## src/rtl/uart_tx_arbiter.sv

```systemverilog
// uart_tx_arbiter: shares one UART transmitter between two byte requesters.
//   Ports: clk/rst_n; req0/data0/ack0/done0 (processor), req1/data1/ack1/done1
//   (receive echo); tx_data/tx_start/tx_busy to the UART; grant (one-hot owner)
//   and err_timeout (sticky).
// Latency: grant decided in IDLE, ack one cycle later; tx_start held HOLD_CYCLES;
//   done one cycle after tx_busy is seen low. Back-to-back grants are spaced
//   at least HOLD_CYCLES+3 cycles apart.
// Optional feature: define ARB_ROUND_ROBIN_EN for alternating priority on
//   simultaneous requests; otherwise requester 0 has fixed priority.
module uart_tx_arbiter #(
  parameter int HOLD_CYCLES    = 1042,
  parameter int TIMEOUT_CYCLES = 20000
) (
  input  logic       clk,
  input  logic       rst_n,
  input  logic       req0,
  input  logic [7:0] data0,
  output logic       ack0,
  output logic       done0,
  input  logic       req1,
  input  logic [7:0] data1,
  output logic       ack1,
  output logic       done1,
  output logic [7:0] tx_data,
  output logic       tx_start,
  input  logic       tx_busy,
  output logic [1:0] grant,
  output logic       err_timeout
);

  localparam int MAX_CYCLES = (HOLD_CYCLES > TIMEOUT_CYCLES) ? HOLD_CYCLES : TIMEOUT_CYCLES;
  localparam int CW = $clog2(MAX_CYCLES + 1);
  localparam logic [CW-1:0] HOLD_LAST    = CW'(HOLD_CYCLES - 1);
  localparam logic [CW-1:0] TIMEOUT_LAST = CW'(TIMEOUT_CYCLES - 1);

  typedef enum logic [1:0] {IDLE, START, DRAIN, DONE} state_t;

  state_t        state, state_nxt;
  logic [CW-1:0] cnt, cnt_nxt;
  logic          launch;
  logic          win1;
  logic          timeout_hit;

`ifdef ARB_ROUND_ROBIN_EN
  // Pointer to the requester served most recently; resets to 1 so that
  // requester 0 wins the first contended arbitration.
  logic last;

  always_comb begin
    win1 = req1 & (~req0 | ~last);
  end

  always_ff @(posedge clk or negedge rst_n) begin
    if (!rst_n) begin
      last <= 1'b1;
    end else if (launch) begin
      last <= win1;
    end
  end
`else
  always_comb begin
    win1 = req1 & ~req0;
  end
`endif

  assign launch = (state == IDLE) && !tx_busy && (req0 || req1);

  always_comb begin
    state_nxt   = state;
    cnt_nxt     = cnt;
    timeout_hit = 1'b0;
    case (state)
      IDLE: begin
        if (launch) begin
          state_nxt = START;
          cnt_nxt   = '0;
        end
      end
      START: begin
        if (cnt == HOLD_LAST) begin
          state_nxt = DRAIN;
          cnt_nxt   = '0;
        end else begin
          cnt_nxt = cnt + CW'(1);
        end
      end
      DRAIN: begin
        // A low tx_busy wins over the timeout in the same cycle.
        if (!tx_busy) begin
          state_nxt = DONE;
          cnt_nxt   = '0;
        end else if (cnt == TIMEOUT_LAST) begin
          state_nxt   = IDLE;
          cnt_nxt     = '0;
          timeout_hit = 1'b1;
        end else begin
          cnt_nxt = cnt + CW'(1);
        end
      end
      DONE: begin
        state_nxt = IDLE;
      end
      default: begin
        state_nxt = IDLE;
        cnt_nxt   = '0;
      end
    endcase
  end

  always_ff @(posedge clk or negedge rst_n) begin
    if (!rst_n) begin
      state       <= IDLE;
      cnt         <= '0;
      grant       <= 2'b00;
      tx_data     <= 8'h00;
      ack0        <= 1'b0;
      ack1        <= 1'b0;
      err_timeout <= 1'b0;
    end else begin
      state <= state_nxt;
      cnt   <= cnt_nxt;
      ack0  <= launch & ~win1;
      ack1  <= launch & win1;
      if (launch) begin
        grant   <= {win1, ~win1};
        tx_data <= win1 ? data1 : data0;
      end else if (state != IDLE && state_nxt == IDLE) begin
        // Leaving DONE or timing out of DRAIN releases ownership; tx_data
        // is left as-is since nothing consumes it outside a transfer.
        grant <= 2'b00;
      end
      if (timeout_hit) begin
        err_timeout <= 1'b1;
      end
    end
  end

  // Decoded from registered state so reset drops them immediately.
  assign tx_start = (state == START);
  assign done0    = (state == DONE) & grant[0];
  assign done1    = (state == DONE) & grant[1];

endmodule

```

## config.mk

```make
export PLATFORM = sky130hd
export DESIGN_NAME = uart_tx_arbiter
export DESIGN_NICKNAME = d
export VERILOG_FILES = /design/src/rtl/uart_tx_arbiter.sv
export SDC_FILE = /design/constraint.sdc
export NUM_CORES = 1
export LEC_CHECK = 0
export CELL_PAD_IN_SITES_DETAIL_PLACEMENT = 0
export CELL_PAD_IN_SITES_GLOBAL_PLACEMENT = 1
export CORE_UTILIZATION = 35
export DETAILED_ROUTE_END_ITERATION = 8
export PLACE_DENSITY = 0.72
export SKIP_CTS_REPAIR_TIMING = 1
export SLEW_MARGIN = 20
export SYNTH_ARGS = -nofsm -noshare
export SYNTH_HDL_FRONTEND = slang
export SYNTH_SLANG_ARGS = --single-unit
```

## constraint.sdc

```tcl
create_clock -name clk -period 1.93 [get_ports clk]
set_input_delay 0.386 -clock clk [delete_from_list [all_inputs] [get_ports clk]]
set_output_delay 0.386 -clock clk [all_outputs]
set_load 0.005 [all_outputs]
```

* Word level (Yosys, flattened, before mapping)
Index checks and enable logic that the tools add are counted.
** Storage, ports and cells
- Memories kept :: 0
- Register bits after elaboration :: 30
- Input bits :: 21
- Memory bits (read-only) :: 0
- Bits in writable memories :: 0
- Latch bits :: 0
** Cells by class
- Bitwise operators :: 7
- Add/sub/neg operators :: 1
- Multiply operators :: 0
- Reductions and logical operators :: 11
- Multiplexer cells :: 16
- Shift-type cells :: 0
- $lt $le $gt $ge :: 0
- Div/mod/pow operators :: 0
- Equal/unequal tests :: 6
** Operators with widths (number)
- 2-to-1 mux 15 bit :: 4
- one-hot mux 15 bit (3 select lines) :: 1
- adder 15 x 1 -> 15 bit, second input constant :: 1
- == test 15 x 11 -> 1 bit, second input constant :: 1
- == test 15 bit, second input constant :: 1
- 2-to-1 mux 2 bit :: 6
- 2-to-1 mux 8 bit :: 1
- one-hot mux 2 bit (4 select lines) :: 1
- AND 1 bit :: 5
- == test 2 bit, second input constant :: 2
- logical NOT 2 bit :: 2
- nonzero test 2 bit :: 2
- logical AND 1 bit :: 3
- 2-to-1 mux 1 bit :: 3
- nonzero test 3 bit :: 1
- == test 2 x 1 -> 1 bit, second input constant :: 1
- != test 2 bit, second input constant :: 1
- inverter 1 bit :: 2
- AND reduction 2 bit :: 1
- logical NOT 1 bit :: 1
- logical OR 1 bit :: 1

* Depth between registers and ports, before layout
- Word-level depth :: 9
- Gate-level depth with buffers :: 8
- Depth with buffers taken out :: 7

* Least setup slack after synthesis
Ideal clock, no wire load.
- Kind :: flip-flop to flip-flop
- From :: reg cnt[7]
- To :: reg cnt[9]
- Setup slack :: -72 ps
- Clock period less this slack :: 2002 ps
- Cell stages (with the launch flop) :: 7
- Data required time :: 1812 ps
- Data arrival time :: 1884 ps
- Path through :: dfrtp_1 -> or4_4 -> o41ai_2 -> o22ai_1 -> nor2_4 -> buf_4 -> nor2_1
** On the way
- Cells in the longest elaborated chain, start to end :: 4
** RTL lines
- start: declaration :: line 39 : logic [CW-1:0] cnt, cnt_nxt;
- start signal: assignment :: line 121 : cnt <= cnt_nxt;
- adder 15 x 1 -> 15 bit or == test 15 bit (tied branches) :: line 84, 97, 92
- 2-to-1 mux 15 bit :: line 92 : end else if (cnt == TIMEOUT_LAST) begin
- 2-to-1 mux 15 bit :: line 89 : if (!tx_busy) begin
- one-hot mux 15 bit (3 select lines) * :: line 72 : case (state)
Every way passes the cells marked *; elsewhere a longest branch is shown, timed or not.
A chain may end at the register's enable or synchronous reset.

* Final worst setup path
- From :: reg cnt[1]
- To :: reg grant[1]
** On the way
- Cells in the longest elaborated chain, start to end :: 7
** RTL lines
- == test 15 bit :: line 92
- 2-to-1 mux 2 bit :: line 92
- 2-to-1 mux 2 bit :: line 89
- one-hot mux 2 bit (4 select lines) * :: line 72
- logical NOT 2 bit * :: line 127 : end else if (state != IDLE && state_nxt == IDLE) begin
- logical AND 1 bit * :: line 127
- nonzero test 2 bit (no source line) *
- end signal: assignment :: line 125 : grant <= {win1, ~win1};
- end: declaration :: line 27 : output logic [1:0] grant,
Marks and branches as above.

==> results_dict.tcl <==
set metrics [dict create \
    status "complete, but fails checks" \
    violated_checks "negative setup slack" \
    initial_utilization 0.366 \
    synthXorXnorAreaFrac 0.0659 \
    netSwitchingPower_uw 848 \
    final.fill_count 416 \
    antenna_found_initial 0 \
    adder_and_majority_gate_portion_of_the_synthesized_area 0.0580 \
    seq_power_share 0.346 \
    mostFrequentLayoutCells "clkdlybuf4s50_1, dfrtp_1, buf_4" \
    grt.total_usage 0.182 \
    buffer_ports.inserted 36 \
    timing.critical_path.slowest_cell_delay_ns 0.46 \
    timing_max_transition_violations_final 0 \
    switching_part_of_the_total 0.336 \
    combinationalPowerShare 0.446 \
    setup.worst_path.start "cnt[1]$_DFFE_PN0P_" \
    global_route.overflow_total 0 \
    min_path_type "input port to asynchronous set/reset pin" \
    setup-violations-final 22 \
    number_of_violations_reported_at_the_end_of_detailed_routing_iteration_0 52 \
    cts_buffers 5 \
    max_clock_freq_ghz 0.463 \
    powerDensity_mw_per_mm2 996 \
    synth_top_area_share 0.435 \
    die_h_microns 72.2 \
    antenna_cells_inserted 0 \
    detailroute.via_count 1581 \
    die_ar_sq_mm 0.00522 \
    netlist_area_sq_mm 0.00173 \
    cts.reportedPaths.clkPinSlew_ns 0.07 \
    total_leakage_power_uw 0.00110 \
    fin_crit_ns 2.16 \
    drv.max_cap_violation_count 0 \
    pre_cts_slack_ns -0.174 \
    fraction_of_final_layout_cells_with_drive_strength_greater_than_1 0.241 \
    number_of_hold_slack_violations_in_the_final_timing_report 0 \
    critPathTopFamily "simple AND/OR/NAND/NOR gates" \
    critPathMaxFanout 4 \
    area_of_the_multi_input_gates_sq_um 971 \
    grt_start_max_net_pins 31 \
    timing.slew.headroom 0.739 \
    wl_per_cell_microns 13.9 \
    cell_count_after_synthesis 179 \
    critical_path_depth 7 \
    routed_wirelength_microns 4350 \
    h-tree-depth 2 \
    clockPowerShare 0.208 \
    max_slew.worst_pin.slew_ns 0.392 \
    core_area_sq_mm 0.00472 \
    worstSetupEndpointType "flip-flop" \
    synthSimpleGateAreaFrac 0.222 \
    place.gp.congestion 0.879 \
    worst-endpoint-arrival_ns 2.37 \
    grt_pass1_wl_microns 7310 \
    endpoint "grant[1]$_DFFE_PN0P_" \
    critical_path.cell_chain "inv_2, ha_4, or4bb_4, nor4_4, o21ai_1, a311o_1, a21oi_2" \
    number_of_synthesized_flops_with_an_enable_pin 0 \
    vias_per_cell 5.07 \
    cellInternalPower_uw 1670 \
    timing.reg2reg.setup_slack_ns -0.23 \
    synth_compound_area_frac 0.178 \
    worst_ep_required_time_ns 2.14 \
    layout_commonest_cell "clkdlybuf4s50_1" \
    vdd_ir_drop_max_uv 580 \
    cp_num_buf_inv 1 \
    synth_top_flop_cell "dfrtp_1" \
    slowest_stage "or4bb_4" \
    synth.avg_cell_area_sq_um 9.65 \
    clock_latency_ns 0.28 \
    drt_first_pass_iters 4 \
    area_growth_syn_to_layout_pct 46.7 \
    route.detailed.drc 0 \
    critPathKind "flip-flop to flip-flop" \
    cts_num_sinks 30 \
    final.setup_skew_ns 0.00586 \
    crit-reg2reg-capture "grant[1]$_DFFE_PN0P_" \
    post-synth-top-area-cell "dfrtp_1" \
    dominant_combinational_cell_family_by_area_after_synthesis "simple AND/OR/NAND/NOR gates" \
    grt_pass1_vias 1568 \
    synth.yosys.seq_area_share 0.435 \
    hpwl_microns 3140 \
    regArea_sq_um 751 \
    synth.mux.area_fraction 0 \
    final_cycle_share 1.12 \
    ctsLongestPathBuffers 2 \
    ant_nets 0 \
    rows 25 \
    layout_setup_ws_ns -0.229 \
    ranking_of_synthesized_cells_by_area "dfrtp_1, xor2_1, ha_1" \
    async_reset_ff_frac 1.00 \
    layout.core_utilization 0.536 \
    unrepaired_setup_endpoints_after_global_routing "true" \
    cts_tree "done" \
    worstRegToRegCells 7 \
    postSynthRegisterBits 30 \
    yosys_warnings 0 \
    syn_nets 208 \
    setup_crit_start_kind "flip-flop" \
    dieWidth_microns 72.2 \
    r2r-start "cnt[1]$_DFFE_PN0P_" \
    design.portCount 37 \
    final_net_count 273 \
    synthDistinctLibCells 41 \
    root_buffer "clkbuf_8" \
]
-- stage by stage --
stage | instances | setup TNS [ns] | hold WS [ns] | area (sq um) | total power (uW)
after floorplan | 179 | -0.0357 | 0.0904 | 1750 | 1380
after global placement | 302 | -0.428 | 0.499 | 2370 | 1900
after detailed placement | 302 | -1.09 | 0.536 | 2370 | 1920
after CTS | 310 | -1.42 | 0.502 | 2460 | 2460
after global routing | 312 | -5.65 | 0.527 | 2530 | 2690
final | 312 | -3.52 | 0.494 | 2530 | 2520
-- final cells by class --
type,count,share of cell area
Multi-Input combinational cell,133,0.383
Sequential cell,30,0.296
Timing Repair Buffer,67,0.241
Clock buffer,7,0.0341
Tap cell,67,0.0331
Inverter,7,0.0104
Clock inverter,1,0.00198
-- worst reg2reg max path, cell delays in order, from the launching register on --
cell,delay [ns]
dfrtp_1,0.39
inv_2,0.08
ha_4,0.12
or4bb_4,0.46
nor4_4,0.40
o21ai_1,0.12
a311o_1,0.37
a21oi_2,0.15
-- routing by layer --
layer	up-vias	wire, microns	GRT usage
met3	10	143	0.0458
met5	-	0	0
met2	34	2060	0.294
li1	775	-	-
met4	0	85	0.0697
met1	762	2060	0.235
-- sequential cells by signal, summed over array words and instances, names as in the netlist --
signal and cells:
err_timeout 1, grant 2, ack1 1, ack0 1
cnt 15, state 2, tx_data 8
-- Yosys cell counts (7+ instances only) --
library cell  instances
nor2b_1               9
nand4_1               7
a22oi_1               8
dfrtp_1              30
a21oi_1               7
xor2_1               13
a31oi_1               8
inv_1                 7
nand2_1               9
nor2_1               16
o21ai_0              14
ha_1                  8
-- worst min-delay path by stage --
| stage | from | to | slack (ns) | cells past startpoint |
|---|---|---|---|---|
| after floorplan | rst_n | ack0$_DFF_PN0_ | 0.09 | 0 |
| after global placement | err_timeout$_DFFE_PN0P_ | err_timeout$_DFFE_PN0P_ | 0.50 | 1 |
| after detailed placement | err_timeout$_DFFE_PN0P_ | err_timeout$_DFFE_PN0P_ | 0.54 | 1 |
| after CTS | rst_n | state[0]$_DFF_PN0_ | 0.50 | 2 |
| after global routing | rst_n | tx_data[3]$_DFFE_PN0P_ | 0.53 | 2 |
| final | rst_n | cnt[4]$_DFFE_PN0P_ | 0.49 | 2 |
-- power by group through the flow --
stage / Combinational, uW / Sequential, uW / Clock, uW
finish: 1130 / 873 / 523
global route: 1230 / 887 / 564
CTS: 1050 / 866 / 542
detailed placement: 1050 / 874 / 0
global placement: 1030 / 869 / 0
floorplan: 510 / 869 / 0
-- cell families (layout without fill, tap and decap cells) --
logic type	count (synthesis)	in the layout
buffers and inverters	16	82
adders and majority gates	8	8
xor gates and xnor gates	13	13
DFF	30	30
AOI/OAI and AO/OA	47	47
and+or+nand+nor	65	65
Note: power is estimated with default switching activity, not from simulation.
